File: src/rtl/router_pkg.sv
// Shared router definitions: flit layout, direction codes and the local
// node coordinates used by the ejector.
// Flit layout: {gbo, dir[2:0], adr[5:0]}.
package router_pkg;

    localparam int FLIT_W  = 10;
    localparam int GBO_BIT = 9;
    localparam int DIR_MSB = 8;
    localparam int DIR_LSB = 6;
    localparam int ADR_MSB = 5;

    localparam logic [2:0] EAST  = 3'b000;
    localparam logic [2:0] WEST  = 3'b001;
    localparam logic [2:0] NORTH = 3'b010;
    localparam logic [2:0] SOUTH = 3'b011;

    localparam logic [2:0] LOCAL_ROW = 3'b100;
    localparam logic [2:0] LOCAL_COL = 3'b100;

    // Channel indices inside the 4-wide vectors of the eject path.
    localparam int CH_N = 0;
    localparam int CH_S = 1;
    localparam int CH_E = 2;
    localparam int CH_W = 3;

endpackage

File: src/rtl/eject_select.sv
// Combinational acceptance selector for the local eject buffer.
// Ranks the four channels (gbo=1 first, then gbo=0; N,S,E,W within a class)
// and accepts the first min(free, valid count) of them.
// Ports:
//   valid  [3:0]  channel has a local-bound flit (index N,S,E,W = 0..3)
//   gbo    [3:0]  gbo bit of each channel's flit
//   free          free FIFO slots at start of cycle
//   accept [3:0]  channel taken this cycle
//   offset        per-channel write slot offset from wr_ptr (0..3)
//   nacc          number of accepted flits
module eject_select #(
    parameter int CNT_W = 4
) (
    input  logic [3:0]       valid,
    input  logic [3:0]       gbo,
    input  logic [CNT_W-1:0] free,
    output logic [3:0]       accept,
    output logic [3:0][1:0]  offset,
    output logic [2:0]       nacc
);
    import router_pkg::*;

    int taken;

    always_comb begin
        accept = '0;
        offset = '0;
        taken  = 0;
        // Pass 0 serves gbo=1 flits, pass 1 serves gbo=0 flits; the running
        // count doubles as the slot offset of the next accepted flit.
        for (int pass = 0; pass < 2; pass++) begin
            for (int ch = CH_N; ch <= CH_W; ch++) begin
                if (valid[ch] && (gbo[ch] == (pass == 0)) && (taken < int'(free))) begin
                    accept[ch] = 1'b1;
                    offset[ch] = 2'(taken);
                    taken      = taken + 1;
                end
            end
        end
        nacc = 3'(taken);
    end

endmodule

File: src/rtl/local_eject_buffer.sv
// Local eject buffer: multi-write circular FIFO collecting local-bound flits
// from the N/S/E/W channels and draining one per cycle to the PE.
// Ports:
//   clk, rst                 clock, synchronous active-high reset
//   {n,s,e,w}valid/flit      local-bound flit offered on each channel
//   {n,s,e,w}accept          flit taken this cycle (combinational)
//   lvalid, lflit, lready    head flit handshake towards the PE
//   occupancy                registered entry count
//   drop_seen                sticky flag: some valid flit was refused
module local_eject_buffer #(
    parameter int DEPTH  = 8,
    parameter int FLIT_W = router_pkg::FLIT_W
) (
    input  logic                      clk,
    input  logic                      rst,
    input  logic                      nvalid,
    input  logic                      svalid,
    input  logic                      evalid,
    input  logic                      wvalid,
    input  logic [FLIT_W-1:0]         nflit,
    input  logic [FLIT_W-1:0]         sflit,
    input  logic [FLIT_W-1:0]         eflit,
    input  logic [FLIT_W-1:0]         wflit,
    output logic                      naccept,
    output logic                      saccept,
    output logic                      eaccept,
    output logic                      waccept,
    output logic                      lvalid,
    output logic [FLIT_W-1:0]         lflit,
    input  logic                      lready,
    output logic [$clog2(DEPTH):0]    occupancy,
    output logic                      drop_seen
);
    import router_pkg::*;

    localparam int PTR_W = $clog2(DEPTH);
    localparam int CNT_W = PTR_W + 1;

    logic [FLIT_W-1:0] mem [DEPTH];
    logic [PTR_W-1:0]  wr_ptr;
    logic [PTR_W-1:0]  rd_ptr;

    logic [3:0]        valid;
    logic [3:0]        gbo;
    logic [FLIT_W-1:0] flit [4];
    logic [CNT_W-1:0]  free;
    logic [3:0]        sel_accept;
    logic [3:0][1:0]   sel_offset;
    logic [2:0]        sel_nacc;
    logic [3:0]        accept;
    logic [2:0]        nacc;
    logic              pop;

    assign valid      = {wvalid, evalid, svalid, nvalid};
    assign flit[CH_N] = nflit;
    assign flit[CH_S] = sflit;
    assign flit[CH_E] = eflit;
    assign flit[CH_W] = wflit;
    assign gbo        = {wflit[GBO_BIT], eflit[GBO_BIT], sflit[GBO_BIT], nflit[GBO_BIT]};

    // Space is judged on the start-of-cycle count only, so lready never
    // reaches the accept outputs.
    assign free = CNT_W'(DEPTH) - occupancy;

    eject_select #(.CNT_W(CNT_W)) u_select (
        .valid  (valid),
        .gbo    (gbo),
        .free   (free),
        .accept (sel_accept),
        .offset (sel_offset),
        .nacc   (sel_nacc)
    );

    // Nothing is taken while in reset, which also blocks storage writes.
    assign accept  = rst ? 4'b0000 : sel_accept;
    assign nacc    = rst ? 3'd0    : sel_nacc;
    assign naccept = accept[CH_N];
    assign saccept = accept[CH_S];
    assign eaccept = accept[CH_E];
    assign waccept = accept[CH_W];

    assign lvalid = (occupancy != '0);
    assign lflit  = mem[rd_ptr];
    assign pop    = lvalid && lready;

    always_ff @(posedge clk) begin
        if (rst) begin
            wr_ptr    <= '0;
            rd_ptr    <= '0;
            occupancy <= '0;
            drop_seen <= 1'b0;
        end else begin
            wr_ptr    <= wr_ptr + PTR_W'(nacc);
            rd_ptr    <= rd_ptr + PTR_W'(pop);
            occupancy <= occupancy + CNT_W'(nacc) - CNT_W'(pop);
            if ((valid & ~accept) != 4'b0000)
                drop_seen <= 1'b1;
        end
    end

    // Accepted flits land in distinct consecutive slots from wr_ptr.
    always_ff @(posedge clk) begin
        for (int ch = 0; ch < 4; ch++) begin
            if (accept[ch])
                mem[wr_ptr + PTR_W'(sel_offset[ch])] <= flit[ch];
        end
    end

endmodule
File: config.mk
export PLATFORM = sky130hd
export DESIGN_NAME = local_eject_buffer
export DESIGN_NICKNAME = d
export VERILOG_FILES = /design/src/rtl/router_pkg.sv /design/src/rtl/eject_select.sv /design/src/rtl/local_eject_buffer.sv
export SDC_FILE = /design/constraint.sdc
export NUM_CORES = 1
export LEC_CHECK = 0
export BUFFER_PORTS_ARGS = -buffer_cell sky130_fd_sc_hd__buf_2
export CELL_PAD_IN_SITES_DETAIL_PLACEMENT = 0
export CELL_PAD_IN_SITES_GLOBAL_PLACEMENT = 1
export CORE_ASPECT_RATIO = 0.6
export CORE_MARGIN = 5
export CORE_UTILIZATION = 35
export CTS_BUF_LIST = sky130_fd_sc_hd__clkbuf_2 sky130_fd_sc_hd__clkbuf_4 sky130_fd_sc_hd__clkbuf_8
export DETAILED_ROUTE_END_ITERATION = 10
export GPL_TIMING_DRIVEN = 0
export PLACE_DENSITY = 0.63
export SYNTH_ARGS = -nofsm -noshare
export SYNTH_HDL_FRONTEND = slang
export SYNTH_SLANG_ARGS = --single-unit
File: constraint.sdc
create_clock -name clk -period 14.8 [get_ports clk]
set_input_delay 2.22 -clock clk [delete_from_list [all_inputs] [get_ports clk]]
set_output_delay 2.22 -clock clk [all_outputs]
set_load 0.005 [all_outputs]
# Yosys cells after proc, flatten, opt, wreduce, memory -nomap -nowiden
# Memory sizes are Yosys's and may differ from the RTL's. A register that Yosys moved wholly into a read port is not among the register bits.
# Index checks and enable logic that the tools add are counted.
# totals
mem_bits_rw,80
latch_bits,0
word_cells,88
out_inout_bits,20
input_bits,47
mem_count,1
mem_bits_ro,0
register_bits,11
# op_classes
magnitude_cmp,8
muxes,34
reduce_logical,19
n_mul,0
n_addsub,16
shift,0
div,0
eq_ne,0
bitwise,6
# memory_table
memory,words,word_bits,read_ports,rd_ports_with_merged_regs,wr,line,source
mem,8,10,1,1,4,local_eject_buffer.sv:39,logic [FLIT_W-1:0] mem [DEPTH];
# op_table
op,count
less-than comparator 32 x 5 -> 1 bit,7
adder 32 x 2 -> 32 bit (second input constant),6
two-way mux 32 bit,6
logical AND 1 bit,17
two-way mux 1 bit,17
two-way mux 2 bit,7
adder 3 x 2 -> 3 bit,4
two-way mux 3 bit,3
nonzero test 4 bit,2
adder 4 x 3 -> 4 bit,1
AND 4 bit,1
less-than comparator 1 x 4 -> 1 bit (first input constant),1
two-way mux 4 bit,1
inverter 1 bit,4
inverter 4 bit,1
subtractor 4 x 1 -> 4 bit,1
subtractor 4 bit (first input constant),1
adder 3 x 1 -> 3 bit,1
adder 3 x 2 -> 3 bit (second input constant),1
adder 3 bit,1

# Longest topological paths before layout
# depth
depth_word,29
depth_mapped,58

# By module
# Synthesis repeated with hierarchy kept, for this count alone.
# hier_totals
cells_unflattened,749
area_unflattened_um2,7641.1
# by_module_without_submodules
mod,cells_per_inst,seq_area_each_um2,n_inst,area_each_um2
local_eject_buffer,588,2622.5,1,6449.9
eject_select,161,0.0,1,1191.1

# Worst setup path after synthesis
# No wires, ideal clock.
# synth_path
path_type,in2out
from,input port nflit[9]
to,output port waccept
t_arrival_ns,11.261
path_stages,47
path_slack_ns,1.319
path_buffers,6
required_time_ns,12.580
path_cell_list,clkbuf_1 > nand2_1 > a21oi_1 > a21oi_1 > inv_1 > ha_1 > nand2b_1 > nand2_1 > o21ai_0 > a21oi_1 > clkbuf_1 > ha_1 > nor3b_1 > o21bai_1 > a21o_1 > and3_1 > a22o_1 > ha_1 > [... 11 more ...] > or2_2 > ha_1 > a21oi_1 > o211ai_1 > a21oi_1 > and2_1 > buf_6 > buf_2 > buf_2 > nand4_1 > xnor2_1 > ha_1 > a211oi_1 > nand2_1 > a211oi_2 > o221ai_2 > a211oi_4 > or2_2
# synth_via
elab_chain_len,25
word_cells_on_any_way,34
cone_classes,6 x add/sub; 7 x order compare; 10 x mux; 1 x bitwise; 10 x reduce/logical
# synth_rtl
item,line,source
"start, declared",local_eject_buffer.sv:20,"input logic [FLIT_W-1:0] nflit,"
logical AND 1 bit (2 in a row),eject_select.sv:33,if (valid[ch] && (gbo[ch] == (pass == 0)) && (taken < int'(free))) begin
two-way mux 1 bit,eject_select.sv:33,
less-than comparator 32 x 5 -> 1 bit,eject_select.sv:33,
logical AND 1 bit,eject_select.sv:33,
two-way mux 32 bit,eject_select.sv:33,
less-than comparator 32 x 5 -> 1 bit,eject_select.sv:33,
logical AND 1 bit,eject_select.sv:33,
two-way mux 32 bit,eject_select.sv:33,
[... 8 more ...],n/a,
two-way mux 32 bit,eject_select.sv:33,
less-than comparator 32 x 5 -> 1 bit,eject_select.sv:33,
logical AND 1 bit,eject_select.sv:33,
two-way mux 32 bit,eject_select.sv:33,
less-than comparator 32 x 5 -> 1 bit,eject_select.sv:33,
logical AND 1 bit,eject_select.sv:33,
two-way mux 1 bit *,eject_select.sv:33,
two-way mux 4 bit *,local_eject_buffer.sv:75,assign accept = rst ? 4'b0000 : sel_accept;
"end, declared",local_eject_buffer.sv:27,"output logic waccept,"
# Every way passes the cells marked *; elsewhere a longest branch is shown, timed or not.

# Worst setup path in the final report
# Ends and elaborated chain as after synthesis.

==> impl_metrics.xml <==
<?xml version="1.0" encoding="UTF-8"?>
<metrics>
  <group name="floorplanning">
    <metric name="top_level_ports" unit="">67</metric>
    <metric name="dieHeight" unit="um">129</metric>
    <metric name="floorplan.initialDensity" unit="%">35.8</metric>
    <metric name="floorplan.core_area" unit="um^2">23200</metric>
    <metric name="fp.dieArea" unit="um^2">27100</metric>
    <metric name="dieWidth" unit="um">209</metric>
    <metric name="placement_rows" unit="">43</metric>
  </group>
  <group name="worst_hold_path">
    <metric name="hp-class" unit="">reg2reg</metric>
    <metric name="hold_start" unit="">drop_seen$_SDFFE_PP0P_</metric>
    <metric name="holdPathEnd" unit="">drop_seen$_SDFFE_PP0P_</metric>
    <metric name="timing.hold.worst_path_depth" unit="">2</metric>
  </group>
  <group name="synthesis">
    <metric name="synth.cells.most_frequent" unit="">95 x nand2_1, 80 x edfxtp_1, 65 x mux2_2</metric>
    <metric name="number_of_flops_mapped_to_enable_cells_by_yosys" unit="">80</metric>
    <metric name="yosys-mux-area-fraction" unit="%">24.0</metric>
    <metric name="netlist.area_leader.share" unit="%">28.9</metric>
    <metric name="postSynth.topFlopCell" unit="">edfxtp_1</metric>
    <metric name="synthesis.area_per_instance" unit="um^2">10.4</metric>
    <metric name="synth.area.top_cells" unit="">edfxtp_1 29%, mux2_2 8.8%, ha_1 6.0%, mux4_2 5.4%, mux2i_1 5.2%</metric>
    <metric name="synth-async-reset-ratio" unit="%">0</metric>
    <metric name="yosysWarnings" unit="">0</metric>
    <metric name="synth_adder_area_share" unit="%">7.46</metric>
    <metric name="synth_seq_cells" unit="">91</metric>
    <metric name="synth_largest_area_cell" unit="">edfxtp_1</metric>
    <metric name="synth-xor-area-share" unit="%">2.96</metric>
    <metric name="net_count_of_the_mapped_netlist" unit="">890</metric>
    <metric name="largest_family_of_logic_cells_by_synthesized_area" unit="">multiplexers</metric>
    <metric name="leading_cell_type_by_number_of_instances_after_synthesis" unit="">nand2_1</metric>
    <metric name="netlist_area" unit="um^2">8320</metric>
    <metric name="syn_inst" unit="">797</metric>
    <metric name="synth_sequential_area_ratio" unit="%">31.5</metric>
    <metric name="count_of_different_cell_masters_after_synthesis" unit="">65</metric>
    <metric name="synth_simple_gate_area_share" unit="%">11.5</metric>
    <metric name="synth_compound_gate_area_share" unit="%">17.2</metric>
  </group>
  <group name="setup_path">
    <metric name="r2r_setup_slack" unit="ps">1360</metric>
    <metric name="reg2reg_from" unit="">occupancy[0]$_SDFF_PP0_</metric>
    <metric name="cpPeakStageDelay" unit="ps">390</metric>
    <metric name="reg2reg_path_depth" unit="">58</metric>
    <metric name="timing.critical_path.slowest_stage_cell" unit="">o211ai_1</metric>
    <metric name="critPathLaunchType" unit="">input pin</metric>
    <metric name="worstPathMaxFanout" unit="">10</metric>
    <metric name="critical_path.n_buffers_inverters" unit="">10</metric>
    <metric name="timing.critical_path.max_delay_family" unit="">compound AO/OA/AOI/OAI gates</metric>
    <metric name="worst-setup-path-type" unit="">in2out</metric>
    <metric name="critical_path.most_common_cell" unit="">ha_1</metric>
    <metric name="timing.rr.end" unit="">mem[0][4]$_DFFE_PP_</metric>
    <metric name="arrival" unit="ps">12030</metric>
    <metric name="worst_setup_path_end_kind" unit="">output port</metric>
    <metric name="worst_ep_required_time" unit="ps">12580</metric>
  </group>
  <group name="clocking">
    <metric name="clockRootBuffer" unit="">clkbuf_8</metric>
    <metric name="cts_sinks" unit="">91</metric>
    <metric name="cts-buffers-inserted" unit="">9</metric>
    <metric name="max_root_sink_buffers" unit="">2</metric>
    <metric name="cts-htree-levels" unit="">3</metric>
    <metric name="cts_tree" unit="">yes</metric>
    <metric name="clk_transition_reported_paths" unit="ps">100</metric>
    <metric name="clkLatencyLatePin" unit="ps">390</metric>
    <metric name="ctsHoldBuffers" unit="">0</metric>
  </group>
  <group name="sta">
    <metric name="worstMarginPinSlew" unit="ps">1090</metric>
    <metric name="timing.slew.headroom" unit="%">27.4</metric>
    <metric name="final.period_utilization" unit="%">96.3</metric>
    <metric name="clock_skew" unit="ps">8.99</metric>
    <metric name="drv_slew" unit="">0</metric>
    <metric name="finalWorstPathRequiredPeriod" unit="ps">14250</metric>
    <metric name="number_of_setup_violations_in_the_final_report" unit="">0</metric>
    <metric name="setup_ws" unit="ps">555</metric>
    <metric name="min_hold_slack" unit="ps">563</metric>
    <metric name="grt_setup_unrepaired" unit="">false</metric>
    <metric name="max_freq" unit="MHz">70.2</metric>
    <metric name="finalHoldViolations" unit="">0</metric>
  </group>
  <group name="route">
    <metric name="postRouteAntennaNets" unit="">0</metric>
    <metric name="firstDrtPassIters" unit="">6</metric>
    <metric name="routedWlPerCell" unit="um">26.5</metric>
    <metric name="vias" unit="">7006</metric>
    <metric name="drc" unit="">0</metric>
    <metric name="totalWireLength" unit="um">31200</metric>
    <metric name="first_iter_violations" unit="">924</metric>
    <metric name="route.detailed.vias_per_inst" unit="">5.95</metric>
  </group>
  <group name="power">
    <metric name="switching_share" unit="%">47.4</metric>
    <metric name="ir_drop" unit="uV">65.9</metric>
    <metric name="static_leakage" unit="uW">0.00381</metric>
    <metric name="power.sequential.fraction" unit="%">23.3</metric>
    <metric name="p_comb_share" unit="%">66.5</metric>
    <metric name="cell_internal_power" unit="uW">914</metric>
    <metric name="power.switching" unit="uW">824</metric>
    <metric name="powerDensity" unit="nW/um^2">186</metric>
    <metric name="power.clock.fraction" unit="%">10.3</metric>
  </group>
  <group name="cells_and_area">
    <metric name="area_taken_by_multi_input_logic_gates" unit="um^2">5390</metric>
    <metric name="final_area" unit="um^2">9330</metric>
    <metric name="post_route_cells_drive_above_1_share" unit="%">27.4</metric>
    <metric name="register_area" unit="um^2">2620</metric>
    <metric name="layout-area-overhead-vs-synth" unit="%">12.0</metric>
    <metric name="final_net_count" unit="">950</metric>
    <metric name="diodes" unit="">0</metric>
    <metric name="fill_cell_instance_count_of_the_final_layout" unit="">2325</metric>
  </group>
  <group name="grt">
    <metric name="pin_count_of_the_biggest_net_entering_global_routing" unit="">16</metric>
    <metric name="number_of_global_route_vias_before_repair" unit="">6685</metric>
    <metric name="globalRouteOverflowTotal" unit="">0</metric>
    <metric name="grt_first_pass_wirelength" unit="um">45200</metric>
    <metric name="antenna_found_initial" unit="">0</metric>
    <metric name="groute.usage.overall" unit="%">22.6</metric>
  </group>
  <group name="placed_design">
    <metric name="hpwlAfterDp" unit="um">23500</metric>
    <metric name="preCtsSetupSlack" unit="ps">-1450</metric>
    <metric name="place_congestion" unit="">0.902</metric>
    <metric name="placement.cell_area" unit="um^2">8970</metric>
    <metric name="numPortBuffers" unit="">46</metric>
  </group>
  <group name="run_status">
    <metric name="outcome" unit="">finished, final reports clean</metric>
  </group>
  <group name="job">
    <metric name="max-cap-violations" unit="">0</metric>
  </group>
</metrics>
cell type report:
type                       count  area share (%)
tap                          315            4.23
multi-input combinational    605            57.8
timing repair buffer          50            2.79
inverter                      23           0.926
sequential                    91            28.1
buffer                        77            3.98
clock buffer                  11            1.49
clock inverter                 5           0.657
logic make-up after synthesis:
group / Yosys count
AND/OR/NAND/NOR: 207
AO/OA/AOI/OAI: 172
multiplexers: 156
buffers and inverters: 101
flip-flops: 91
adder cells (fa/ha/maj): 46
XOR/XNOR: 24
tightest hold or removal path, cell delays in order (launching register included):
cell	delay, ps
dfxtp_1	340
a2111oi_0	60
a21oi_1	130
power by group through the flow:
stage / Clock, uW / Combinational (uW) / Sequential, uW
global route: 193 / 1260 / 411
CTS: 181 / 1120 / 405
floorplan: 0 / 765 / 401
finish: 179 / 1150 / 404
detailed placement: 0 / 1100 / 411
global placement: 0 / 1090 / 412
registers in the layout, summed over array words and instances (netlist names):
name,count
mem,80
occupancy,4
rd_ptr,3
wr_ptr,3
drop_seen,1
through the flow:
step	total power, uW	utilization [%]	setup TNS [ps]	cells
6_report	1740	40.1	0	1177
3_5_place_dp	1510	38.6	-156860	1158
2_1_floorplan	1170	-	0	797
4_1_cts	1710	39.9	0	1175
5_1_grt	1860	40.1	0	1177
3_3_place_gp	1500	38.5	-165600	1158
layout by cell type (no fill, tap or decap), types with 4 or more instances in the layout:
cell type,count
nand2_1,95
edfxtp_1,80
mux2_2,65
buf_2,56
nor2_1,46
a32oi_1,44
mux2i_1,43
clkbuf_1,42
ha_1,40
a22oi_1,37
inv_1,22
mux4_2,20
mux2_4,19
xnor2_1,13
a21oi_1,12
o211ai_1,12
buf_1,12
nand2b_1,11
dfxtp_1,11
and2_1,10
nor2b_1,10
o21a_1,9
mux2_1,9
clkbuf_8,9
buf_6,7
a211oi_1,6
o21ai_0,6
o21ai_2,6
a21o_1,6
and3_1,6
nand3_1,6
xor2_1,6
o2111ai_4,6
fa_1,6
buf_4,5
nand4_1,5
clkbuf_4,5
or2_2,5
xnor2_2,4
o2111ai_2,4
routing by layer:
layer	wire length (um)	part of all wire, %	vias up	track usage [%]
li1	-	-	3150	-
met1	15700	50	3475	35.9
met2	11200	36	359	28.4
met3	3970	13	22	9.17
met4	264	0.85	0	3.34
met5	0	0	-	0
repair_timing:
item,CTS,global route
endpoints found under the hold margin,0,0
endpoints found under the setup margin,161,161
resized for setup,14,11
buffers inserted,1,3
pin swaps,1,2
worst max-delay path by stage:
stage               depth (start not counted)  slack, ps             endpoint  startpoint
global placement                           54      -1570  mem[0][2]$_DFFE_PP_    nflit[9]
finish                                     48        550              waccept    nflit[9]
detailed placement                         54      -1450  mem[5][7]$_DFFE_PP_    nflit[9]
CTS                                        47         10              waccept    nflit[9]
global route                               49         20              waccept    nflit[9]
floorplan                                  47       1320              waccept    nflit[9]
Power figures use the tool's default switching activity.
